## src/rtl/dual_issue_sched_if.sv

```systemverilog
// Queue-head, redirect/writeback and execute-pipe issue signals of the dual-issue scheduler.
// The queue/execute side uses master; the scheduler uses slave.
interface dual_issue_sched_if #(
    parameter int DEC_W = 64
);
    logic               stop;
    logic [1:0]         s_valid;
    logic [9:0]         s_rs1;
    logic [9:0]         s_rs2;
    logic [9:0]         s_rd;
    logic [1:0]         s_rs1_v;
    logic [1:0]         s_rs2_v;
    logic [1:0]         s_rfwe;
    logic [1:0]         s_is_mem;
    logic [1:0]         s_is_load;
    logic [1:0]         s_is_br;
    logic [2*DEC_W-1:0] s_dec;
    logic [1:0]         pop_cnt;
    logic               br_flag;
    logic               wb_valid;
    logic [4:0]         wb_addr;
    logic               p0_valid;
    logic               p1_valid;
    logic               p0_num;
    logic               p1_num;
    logic [DEC_W-1:0]   p0_dec;
    logic [DEC_W-1:0]   p1_dec;
    logic               busy_flush;

    modport master (
        output stop, s_valid, s_rs1, s_rs2, s_rd, s_rs1_v, s_rs2_v, s_rfwe,
               s_is_mem, s_is_load, s_is_br, s_dec, br_flag, wb_valid, wb_addr,
        input  pop_cnt, p0_valid, p1_valid, p0_num, p1_num, p0_dec, p1_dec, busy_flush
    );

    modport slave (
        input  stop, s_valid, s_rs1, s_rs2, s_rd, s_rs1_v, s_rs2_v, s_rfwe,
               s_is_mem, s_is_load, s_is_br, s_dec, br_flag, wb_valid, wb_addr,
        output pop_cnt, p0_valid, p1_valid, p0_num, p1_num, p0_dec, p1_dec, busy_flush
    );
endinterface

```

## src/rtl/dual_issue_sched.sv

```systemverilog
// In-order dual-issue scheduler: picks up to two queue-head instructions, steers them
// to the two execute pipes, stalls on pending load destinations and squashes after redirects.
module dual_issue_sched #(
    parameter int DEC_W     = 64,
    parameter int FLUSH_CYC = 2
) (
    input  logic              clk,
    input  logic              rst,
    dual_issue_sched_if.slave bus
);
    localparam int CNT_W = (FLUSH_CYC > 1) ? $clog2(FLUSH_CYC) : 1;
    localparam logic [CNT_W-1:0] CNT_LOAD = CNT_W'(FLUSH_CYC - 1);

    typedef enum logic [0:0] {ST_RUN = 1'b0, ST_FLUSH = 1'b1} state_t;

    state_t             state_r;
    state_t             state_nxt_s;
    logic [CNT_W-1:0]   cnt_r;
    logic [CNT_W-1:0]   cnt_nxt_s;
    logic               busy_flush_r;
    logic [31:0]        pend_r;
    logic [31:0]        pend_nxt_s;
    logic [31:0]        clr_mask_s;
    logic [31:0]        set0_mask_s;
    logic [31:0]        set1_mask_s;
    logic [4:0]         rs1_0_s, rs2_0_s, rd_0_s, rs1_1_s, rs2_1_s, rd_1_s;
    logic               haz0_s, haz1_s, raw_s, waw_s, pair_block_s;
    logic               iss0_s, iss1_s, swap_s, p0_take_s, p1_take_s;
    logic [DEC_W-1:0]   p0_src_s, p1_src_s;
    logic               p0_valid_r, p1_valid_r, p0_num_r, p1_num_r;
    logic [DEC_W-1:0]   p0_dec_r, p1_dec_r;
    logic               unused_s;

    assign rs1_0_s = bus.s_rs1[4:0];
    assign rs2_0_s = bus.s_rs2[4:0];
    assign rd_0_s  = bus.s_rd[4:0];
    assign rs1_1_s = bus.s_rs1[9:5];
    assign rs2_1_s = bus.s_rs2[9:5];
    assign rd_1_s  = bus.s_rd[9:5];
    assign unused_s = bus.s_is_br[1];

    assign haz0_s = (bus.s_rs1_v[0] & pend_r[rs1_0_s]) | (bus.s_rs2_v[0] & pend_r[rs2_0_s]);
    assign haz1_s = (bus.s_rs1_v[1] & pend_r[rs1_1_s]) | (bus.s_rs2_v[1] & pend_r[rs2_1_s]);
    assign raw_s  = bus.s_rfwe[0] & (rd_0_s != 5'd0) &
                    ((bus.s_rs1_v[1] & (rs1_1_s == rd_0_s)) | (bus.s_rs2_v[1] & (rs2_1_s == rd_0_s)));
    assign waw_s  = bus.s_rfwe[0] & bus.s_rfwe[1] & (rd_0_s != 5'd0) & (rd_0_s == rd_1_s);
    assign pair_block_s = bus.s_is_br[0] | raw_s | waw_s | (bus.s_is_mem[0] & bus.s_is_mem[1]);

    // A memory op at the head always owns pipe1, pushing its partner onto pipe0.
    assign swap_s    = bus.s_is_mem[0];
    assign p0_take_s = swap_s ? iss1_s : iss0_s;
    assign p1_take_s = swap_s ? iss0_s : iss1_s;
    assign p0_src_s  = swap_s ? bus.s_dec[2*DEC_W-1:DEC_W] : bus.s_dec[DEC_W-1:0];
    assign p1_src_s  = swap_s ? bus.s_dec[DEC_W-1:0] : bus.s_dec[2*DEC_W-1:DEC_W];

    // FSM state register, flush counter and registered flush indicator.
    always_ff @(posedge clk) begin
        if (rst) begin
            state_r      <= ST_RUN;
            cnt_r        <= {CNT_W{1'b0}};
            busy_flush_r <= 1'b0;
        end else begin
            state_r      <= state_nxt_s;
            cnt_r        <= cnt_nxt_s;
            busy_flush_r <= (state_nxt_s == ST_FLUSH);
        end
    end

    // FSM next-state: redirects (re)load the squash window, which then counts down to RUN.
    always_comb begin
        state_nxt_s = state_r;
        cnt_nxt_s   = cnt_r;
        case (state_r)
            ST_RUN: begin
                if (bus.br_flag) begin
                    state_nxt_s = ST_FLUSH;
                    cnt_nxt_s   = CNT_LOAD;
                end else begin
                    state_nxt_s = ST_RUN;
                end
            end
            ST_FLUSH: begin
                if (bus.br_flag) begin
                    cnt_nxt_s = CNT_LOAD;
                end else if (cnt_r == {CNT_W{1'b0}}) begin
                    state_nxt_s = ST_RUN;
                end else begin
                    cnt_nxt_s = cnt_r - CNT_W'(1);
                end
            end
            default: begin
                state_nxt_s = ST_RUN;
                cnt_nxt_s   = {CNT_W{1'b0}};
            end
        endcase
    end

    // FSM outputs: in-order issue decisions for the two head slots.
    always_comb begin
        iss0_s = 1'b0;
        iss1_s = 1'b0;
        if ((state_r == ST_RUN) && !rst && !bus.stop && !bus.br_flag) begin
            iss0_s = bus.s_valid[0] & ~haz0_s;
            iss1_s = bus.s_valid[0] & ~haz0_s & bus.s_valid[1] & ~haz1_s & ~pair_block_s;
        end else begin
            iss0_s = 1'b0;
            iss1_s = 1'b0;
        end
    end

    assign bus.pop_cnt = {1'b0, iss0_s} + {1'b0, iss1_s};

    // Same-cycle set beats writeback clear; x0 can never be pending.
    assign clr_mask_s  = bus.wb_valid ? (32'd1 << bus.wb_addr) : 32'd0;
    assign set0_mask_s = (iss0_s & bus.s_is_load[0] & bus.s_rfwe[0]) ? (32'd1 << rd_0_s) : 32'd0;
    assign set1_mask_s = (iss1_s & bus.s_is_load[1] & bus.s_rfwe[1]) ? (32'd1 << rd_1_s) : 32'd0;
    assign pend_nxt_s  = ((pend_r & ~clr_mask_s) | set0_mask_s | set1_mask_s) & ~32'd1;

    // Load-destination scoreboard.
    always_ff @(posedge clk) begin
        if (rst) begin
            pend_r <= 32'd0;
        end else begin
            pend_r <= pend_nxt_s;
        end
    end

    // Issue registers: redirect clears valids even under stop; stop freezes everything else.
    always_ff @(posedge clk) begin
        if (rst) begin
            p0_valid_r <= 1'b0;
            p1_valid_r <= 1'b0;
            p0_num_r   <= 1'b0;
            p1_num_r   <= 1'b1;
            p0_dec_r   <= {DEC_W{1'b0}};
            p1_dec_r   <= {DEC_W{1'b0}};
        end else if (bus.br_flag) begin
            p0_valid_r <= 1'b0;
            p1_valid_r <= 1'b0;
        end else if (!bus.stop) begin
            p0_valid_r <= p0_take_s;
            p1_valid_r <= p1_take_s;
            p0_num_r   <= iss0_s & swap_s;
            p1_num_r   <= ~(iss0_s & swap_s);
            if (p0_take_s) begin
                p0_dec_r <= p0_src_s;
            end
            if (p1_take_s) begin
                p1_dec_r <= p1_src_s;
            end
        end
    end

    assign bus.p0_valid   = p0_valid_r;
    assign bus.p1_valid   = p1_valid_r;
    assign bus.p0_num     = p0_num_r;
    assign bus.p1_num     = p1_num_r;
    assign bus.p0_dec     = p0_dec_r;
    assign bus.p1_dec     = p1_dec_r;
    assign bus.busy_flush = busy_flush_r;
endmodule

```

## src/flat_wrapper.sv

```systemverilog
// flat-port wrapper written by rule: the top's interface ports become plain ports
module dual_issue_sched_flat 
#(
    parameter int DEC_W     = 64,
    parameter int FLUSH_CYC = 2
)
  (clk, rst, bus_stop, bus_s_valid, bus_s_rs1, bus_s_rs2, bus_s_rd, bus_s_rs1_v, bus_s_rs2_v, bus_s_rfwe, bus_s_is_mem, bus_s_is_load, bus_s_is_br, bus_s_dec, bus_br_flag, bus_wb_valid, bus_wb_addr, bus_pop_cnt, bus_p0_valid, bus_p1_valid, bus_p0_num, bus_p1_num, bus_p0_dec, bus_p1_dec, bus_busy_flush);
  dual_issue_sched_if #(.DEC_W(DEC_W)) bus_i ();
  input  logic clk;
  input  logic rst;
  input wire logic [$bits(bus_i.stop)-1:0] bus_stop;
  input wire logic [$bits(bus_i.s_valid)-1:0] bus_s_valid;
  input wire logic [$bits(bus_i.s_rs1)-1:0] bus_s_rs1;
  input wire logic [$bits(bus_i.s_rs2)-1:0] bus_s_rs2;
  input wire logic [$bits(bus_i.s_rd)-1:0] bus_s_rd;
  input wire logic [$bits(bus_i.s_rs1_v)-1:0] bus_s_rs1_v;
  input wire logic [$bits(bus_i.s_rs2_v)-1:0] bus_s_rs2_v;
  input wire logic [$bits(bus_i.s_rfwe)-1:0] bus_s_rfwe;
  input wire logic [$bits(bus_i.s_is_mem)-1:0] bus_s_is_mem;
  input wire logic [$bits(bus_i.s_is_load)-1:0] bus_s_is_load;
  input wire logic [$bits(bus_i.s_is_br)-1:0] bus_s_is_br;
  input wire logic [$bits(bus_i.s_dec)-1:0] bus_s_dec;
  input wire logic [$bits(bus_i.br_flag)-1:0] bus_br_flag;
  input wire logic [$bits(bus_i.wb_valid)-1:0] bus_wb_valid;
  input wire logic [$bits(bus_i.wb_addr)-1:0] bus_wb_addr;
  output wire logic [$bits(bus_i.pop_cnt)-1:0] bus_pop_cnt;
  output wire logic [$bits(bus_i.p0_valid)-1:0] bus_p0_valid;
  output wire logic [$bits(bus_i.p1_valid)-1:0] bus_p1_valid;
  output wire logic [$bits(bus_i.p0_num)-1:0] bus_p0_num;
  output wire logic [$bits(bus_i.p1_num)-1:0] bus_p1_num;
  output wire logic [$bits(bus_i.p0_dec)-1:0] bus_p0_dec;
  output wire logic [$bits(bus_i.p1_dec)-1:0] bus_p1_dec;
  output wire logic [$bits(bus_i.busy_flush)-1:0] bus_busy_flush;
  assign bus_i.stop = bus_stop;
  assign bus_i.s_valid = bus_s_valid;
  assign bus_i.s_rs1 = bus_s_rs1;
  assign bus_i.s_rs2 = bus_s_rs2;
  assign bus_i.s_rd = bus_s_rd;
  assign bus_i.s_rs1_v = bus_s_rs1_v;
  assign bus_i.s_rs2_v = bus_s_rs2_v;
  assign bus_i.s_rfwe = bus_s_rfwe;
  assign bus_i.s_is_mem = bus_s_is_mem;
  assign bus_i.s_is_load = bus_s_is_load;
  assign bus_i.s_is_br = bus_s_is_br;
  assign bus_i.s_dec = bus_s_dec;
  assign bus_i.br_flag = bus_br_flag;
  assign bus_i.wb_valid = bus_wb_valid;
  assign bus_i.wb_addr = bus_wb_addr;
  assign bus_pop_cnt = bus_i.pop_cnt;
  assign bus_p0_valid = bus_i.p0_valid;
  assign bus_p1_valid = bus_i.p1_valid;
  assign bus_p0_num = bus_i.p0_num;
  assign bus_p1_num = bus_i.p1_num;
  assign bus_p0_dec = bus_i.p0_dec;
  assign bus_p1_dec = bus_i.p1_dec;
  assign bus_busy_flush = bus_i.busy_flush;
  dual_issue_sched #(.DEC_W(DEC_W), .FLUSH_CYC(FLUSH_CYC)) u_core (.clk(clk), .rst(rst), .bus(bus_i));
endmodule
```

## config.mk

```make
export PLATFORM = sky130hd
export DESIGN_NAME = dual_issue_sched_flat
export DESIGN_NICKNAME = d
export VERILOG_FILES = /design/src/rtl/dual_issue_sched_if.sv /design/src/rtl/dual_issue_sched.sv /design/src/flat_wrapper.sv
export SDC_FILE = /design/constraint.sdc
export NUM_CORES = 1
export LEC_CHECK = 0
export CORE_MARGIN = 2
export CORE_UTILIZATION = 47
export DETAILED_ROUTE_END_ITERATION = 10
export HOLD_SLACK_MARGIN = 0.15
export PLACE_DENSITY_LB_ADDON = 0.15
export SYNTH_ARGS = -nofsm -noshare
export SYNTH_HDL_FRONTEND = slang
export SYNTH_SLANG_ARGS = --single-unit
```

## constraint.sdc

```tcl
create_clock -name clk -period 3.19 [get_ports clk]
set_clock_uncertainty 0.05 [all_clocks]
set_input_delay 0.319 -clock clk [delete_from_list [all_inputs] [get_ports clk]]
set_output_delay 0.319 -clock clk [all_outputs]
set_load 0.02 [all_outputs]
```

Word level (Yosys, flattened, before mapping)
Index checks and enable logic that the tools add are counted.
Widths: inputs -> output; s select.
{ "classes": {"add_sub_neg": 2, "n_lt_le_gt_ge": 4, "n_eq_ne": 4, "shift": 3, "muxes": 25, "bitwise_logic": 38, "reduce_logical": 11} }
{ "op_table": {"columns": ["cell", "count"], "rows": [
  ["$mux 64", 2],
  ["$mux 32", 3],
  ["$shl 1x5->32 const A", 3],
  ["$or 32x32->32", 2],
  ["$and 32x32->32", 1],
  ["$not 32->32", 1],
  ["$lt 5x6->1 const B", 4],
  ["$and 1x1->1", 21],
  ["$bmux 1 s5", 4],
  ["$eq 5x5->1", 3],
  ["$mux 1", 14],
  ["$not 1->1", 7],
  ["$or 1x1->1", 6],
  ["$reduce_and 3->1", 2],
  ["$reduce_bool 5->1", 1],
  ["$pmux 1 s2", 2],
  ["$logic_and 1x1->1", 3],
  ["$logic_not 1->1", 3],
  ["$add 1x1->2", 1],
  ["$ne 2x2->1 const B", 1],
  ["$reduce_and 2->1", 1],
  ["$reduce_or 2->1", 1],
  ["$sub 1x1->1 const B", 1]
]} }
{ "totals": {"regBits": 166, "in_bits": 182, "output_inout_bits": 135, "word_cells": 97} }

Longest topological paths before layout
{ "depth": {"depth_word": 14, "mapped_depth": 11, "depth_no_buf": 9} }

Worst setup path after synthesis
OpenSTA, ideal clock, no wires.
{ "synth_timing": {"path_type": "input port to output port", "startpoint": "input bus_s_rs2[0]", "endpoint": "output bus_pop_cnt[0]", "arrival_time_ps": 2721, "required_ps": 2821, "slack_ps": 100, "stages": 10, "path_buffers": 3, "cell_sequence": "clkbuf_1 -> mux4_2 -> mux2i_1 -> mux2_2 -> a2bb2oi_1 -> o21ai_0 -> inv_2 -> clkbuf_1 -> clkbuf_1 -> ha_1"} }
{ "synth_via": {"elab_chain_cells": 11, "word_cells_on_any_way": 12, "classes_between": "1 x add/sub; 4 x mux; 7 x bitwise"} }
{ "synth_rtl": {"columns": ["item", "line_no", "rtl"], "rows": [
  ["from (decl)", "flat_wrapper.sv:14", "input wire logic [$bits(bus_i.s_rs2)-1:0] bus_s_rs2;"],
  ["$bmux 1 s5 (*)", "dual_issue_sched.sv:42", "assign haz0_s = (bus.s_rs1_v[0] & pend_r[rs1_0_s]) | (bus.s_rs2_v[0] & pend_r[rs2_0_s]);"],
  ["$mux 1 (not written as such) (*)", "dual_issue_sched.sv:42", null],
  ["$and 1x1->1 (*)", "dual_issue_sched.sv:42", null],
  ["$or 1x1->1 (*)", "dual_issue_sched.sv:42", null],
  ["$not 1->1 (*)", "dual_issue_sched.sv:103, dual_issue_sched.sv:104", null],
  ["$and 1x1->1 (*)", "dual_issue_sched.sv:103, dual_issue_sched.sv:104", null],
  ["$and 1x1->1 (3 in a row)", "dual_issue_sched.sv:104", "iss1_s = bus.s_valid[0] & ~haz0_s & bus.s_valid[1] & ~haz1_s & ~pair_block_s;"],
  ["$mux 1", "dual_issue_sched.sv:102", "if ((state_r == ST_RUN) && !rst && !bus.stop && !bus.br_flag) begin"],
  ["$add 1x1->2 (*)", "dual_issue_sched.sv:111", "assign bus.pop_cnt = {1'b0, iss0_s} + {1'b0, iss1_s};"],
  ["to (decl)", "flat_wrapper.sv:26", "output wire logic [$bits(bus_i.pop_cnt)-1:0] bus_pop_cnt;"]
]} }
Mark *: on every way between the ends. The rest lies on a longest branch, timed or not. The select of a mux whose other input is x is not followed.

Worst setup path after layout
{ "layout_timing": {"startpoint": "register u_core.pend_r[10]", "endpoint": "output bus_pop_cnt[0]"} }
{ "layout_via": {"elab_chain_cells": 11, "word_cells_on_any_way": 23, "classes_between": "1 x add/sub; 10 x mux; 12 x bitwise"} }
{ "layout_rtl": {"columns": ["item", "line_no", "rtl"], "rows": [
  ["from (decl)", "dual_issue_sched.sv:21", "logic [31:0] pend_r;"],
  ["from (signal assigned)", "dual_issue_sched.sv:124", "pend_r <= pend_nxt_s;"],
  ["$bmux 1 s5", "dual_issue_sched.sv:42", null],
  ["$mux 1 (not written as such)", "dual_issue_sched.sv:42", null],
  ["$and 1x1->1", "dual_issue_sched.sv:42", null],
  ["$or 1x1->1", "dual_issue_sched.sv:42", null],
  ["$not 1->1", "dual_issue_sched.sv:103, dual_issue_sched.sv:104", null],
  ["$and 1x1->1", "dual_issue_sched.sv:103, dual_issue_sched.sv:104", null],
  ["$and 1x1->1 (3 in a row)", "dual_issue_sched.sv:104", null],
  ["$mux 1", "dual_issue_sched.sv:102", null],
  ["$add 1x1->2 (*)", "dual_issue_sched.sv:111", null]
]} }
Marked as above.

==> impl_metrics.tcl <==
set metrics [dict create \
    fmax_ghz 0.317 \
    synthDistinctLibCells 53 \
    die_area_mm2 0.0214 \
    irDropWorstVdd_uv 410 \
    ctsLongestPathBuffers 2 \
    dp_slack_ns -0.638 \
    gp_congestion 1.01 \
    dr.pass1.iters 6 \
    die_height_um 146 \
    p_leak_uw 0.00493 \
    stdcell_count 1628 \
    cts_inserted_buffers 17 \
    synth_top_flop_cell "dfxtp_1" \
    antenna_left 0 \
    powerDensity_mw_per_mm2 375 \
    synth.net_count 1222 \
    rsz0062_at_grt "yes" \
    port_buffers 315 \
    power_frac_seq_pct 40.6 \
    grt-ovfl-total 0 \
    grt.total_usage_pct 32.2 \
    vias_per_cell 6.19 \
    dp_cells 1593 \
    grt_antenna_before_repair 3 \
    async_reset_ff_share_pct 0 \
    vias 10100 \
    num_rows 52 \
    arrival_ns 2.78 \
    required_ns 2.82 \
    p_sw_uw 1520 \
    timing.final.crit_period_ns 3.15 \
    min_period_over_period_pct 98.8 \
    relSlewSlack_pct 32.6 \
    netlist_area_mm2 0.00950 \
    syn_to_final_growth_pct 48.0 \
    clockPowerShare_pct 38.3 \
    setup_viol_count_final 0 \
    die_w_um 146 \
    slew_violations 0 \
    hpwl_um 25200 \
    start_util_pct 47.4 \
    crit_fanout 3 \
    tightest_slew_ns 1.01 \
    clockRootBuffer "clkbuf_16" \
    insertion_delay_ns 0.43 \
    coreArea_mm2 0.0200 \
    crit_path_start_kind "flop" \
    layout_setup_ws_ns 0.0384 \
    critPathKind "flop to output port" \
    drv_cap 0 \
    clk_pin_slew_ns 0.07 \
    ios 317 \
    hold_viol_final 0 \
    yosys_warnings 0 \
    grt_pass1_wl_um 54700 \
    syn_avg_cell_area_um2 9.15 \
    wirelength_um 35500 \
    post-route-drc-count 0 \
    tritoncts "built" \
    yosysSeqAreaShare_pct 34.8 \
    synth_edf_count 0 \
    fin_util_pct 70.2 \
    holdCritPathClass "primary input to flop" \
    grt_pass1_vias 9635 \
    drt_iter0_drc 984 \
    hold_buffers 0 \
    grt_max_degree 172 \
    endpoint_kind "output port" \
    synthCells 1039 \
    clock_sinks 165 \
    p_int_uw 3760 \
    synth.ff_latch_count 165 \
    status "finished clean" \
    drive_gt1_share_pct 13.9 \
    h-tree-depth 4 \
    switching_share_pct 28.7 \
    p_comb_share_pct 21.1 \
    wire_per_inst_um 21.8 \
    final_nets 1526 \
]
## flip-flops by register name, summed over array words and instances, names as in the netlist
name	cells
u_core.bus.p0_dec	64
u_core.bus.p0_num	1
u_core.bus.p0_valid	1
u_core.bus.p1_dec	64
u_core.bus.p1_num	1
u_core.bus.p1_valid	1
u_core.cnt_r	1
u_core.pend_r	31
u_core.state_r	1
## path summary, 6_finish.rpt
| kind | start | end | slack (ns) | cells past startpoint |
|---|---|---|---|---|
| worst max register to register | u_core.pend_r[10] | u_core.bus.p1_dec[58] | 0.18 | 9 |
| worst min register to register | u_core.bus.p1_valid | u_core.bus.p1_valid | 0.42 | 2 |
| worst min-delay path | rst | u_core.bus.p1_valid | 0.21 | 4 |
| worst max-delay path | u_core.pend_r[10] | bus_pop_cnt[0] | 0.04 | 9 |
## cells in the final DEF, fill, tap and decap left out, types with 29 or more instances in the layout
cell type	count
clkdlybuf4s50_1	307
dfxtp_1	158
a21oi_1	142
mux2i_1	113
a311oi_1	97
buf_4	83
nor2_1	44
nor2b_1	39
o31ai_1	38
nor3_1	36
a2111oi_0	29
## worst max-delay path, stage by stage (launching register included)
cell and delay, ns:
dfxtp_4 0.36, mux4_2 0.45, or4b_4 0.49, nand3_2 0.08
nor4b_2 0.06, nor4_2 0.33, nand2_2 0.15, inv_2 0.10
ha_4 0.21, buf_6 0.13
## cell type report
type                            count  area [µm²]
Clock inverter                     13         119
Multi-Input combinational cell    738        5750
Antenna cell                        3        7.51
Tap cell                          270         338
Sequential cell                   165        3320
Clock buffer                       18         439
Timing Repair Buffer              412        4060
Inverter                            9        41.3
Fill cell                        1636        5970
## per-layer routing
| layer | wire, µm | GRT usage, % |
|---|---|---|
| met3 | 4010 | 9.44 |
| met4 | 1300 | 12.7 |
| met5 | 0 | 0 |
| met1 | 13900 | 41.2 |
| met2 | 16300 | 51.4 |
## through the flow
step	instance area [µm²]	hold slack, ns	total power (µW)	TNS [ns]
2_1_floorplan	9500	0.386	2720	0
3_3_place_gp	13400	0.403	3280	-45.21
3_5_place_dp	13400	0.409	3290	-53.77
4_1_cts	14000	0.200	5280	-0.0623
5_1_grt	14100	0.217	5460	-0.0566
6_report	14100	0.214	5280	0
## logic make-up (layout without fill, tap and decap cells)
kind of cell | Yosys count | after routing | synth area share, %
AND/OR/NAND/NOR | 222 | 222 | 13.0
XOR/XNOR | 15 | 15 | 1.38
other | 0 | 3 | 0
AO/OA/AOI/OAI | 358 | 358 | 26.8
multiplexers | 142 | 142 | 18.3
flip-flops | 165 | 165 | 34.8
buffers and inverters | 136 | 452 | 5.61
adder cells (fa/ha/maj) | 1 | 1 | 0.132
## timing repair
action | CTS | global route
gates cloned | 0 | 0
setup buffers | 0 | 1
endpoints found under the setup margin | 14 | 38
pin swaps | 2 | 5
resized for setup | 14 | 23
## cell usage after synthesis, drive strengths merged (4+ instances only)
cell type / count / area share [%]
dfxtp: 165 / 35
a21oi: 142 / 7.5
mux2i: 113 / 12
clkbuf: 105 / 4.1
a311oi: 97 / 8.9
nor2: 44 / 1.7
nor2b: 39 / 2.6
o31ai: 39 / 3.1
nor3: 37 / 1.9
a2111oi: 30 / 2.8
nor3b: 28 / 2.2
mux4: 25 / 5.9
nand2: 23 / 0.91
a41oi: 22 / 2.0
buf: 22 / 1.1
nand3b: 12 / 0.95
xor2: 12 / 1.1
nand3: 10 / 0.53
inv: 9 / 0.36
a31oi: 7 / 0.46
nand2b: 7 / 0.46
nor4: 6 / 0.39
mux2: 4 / 0.47
o21ai: 4 / 0.21
## power groups by stage
| stage | clock (µW) | combinational [µW] | sequential (µW) |
|---|---|---|---|
| after floorplan | 0 | 465 | 2250 |
| after global placement | 0 | 1090 | 2190 |
| after detailed placement | 0 | 1100 | 2190 |
| after CTS | 2030 | 1100 | 2140 |
| after global routing | 2120 | 1190 | 2150 |
| final | 2020 | 1120 | 2140 |
(Power assumes the default switching activity.)
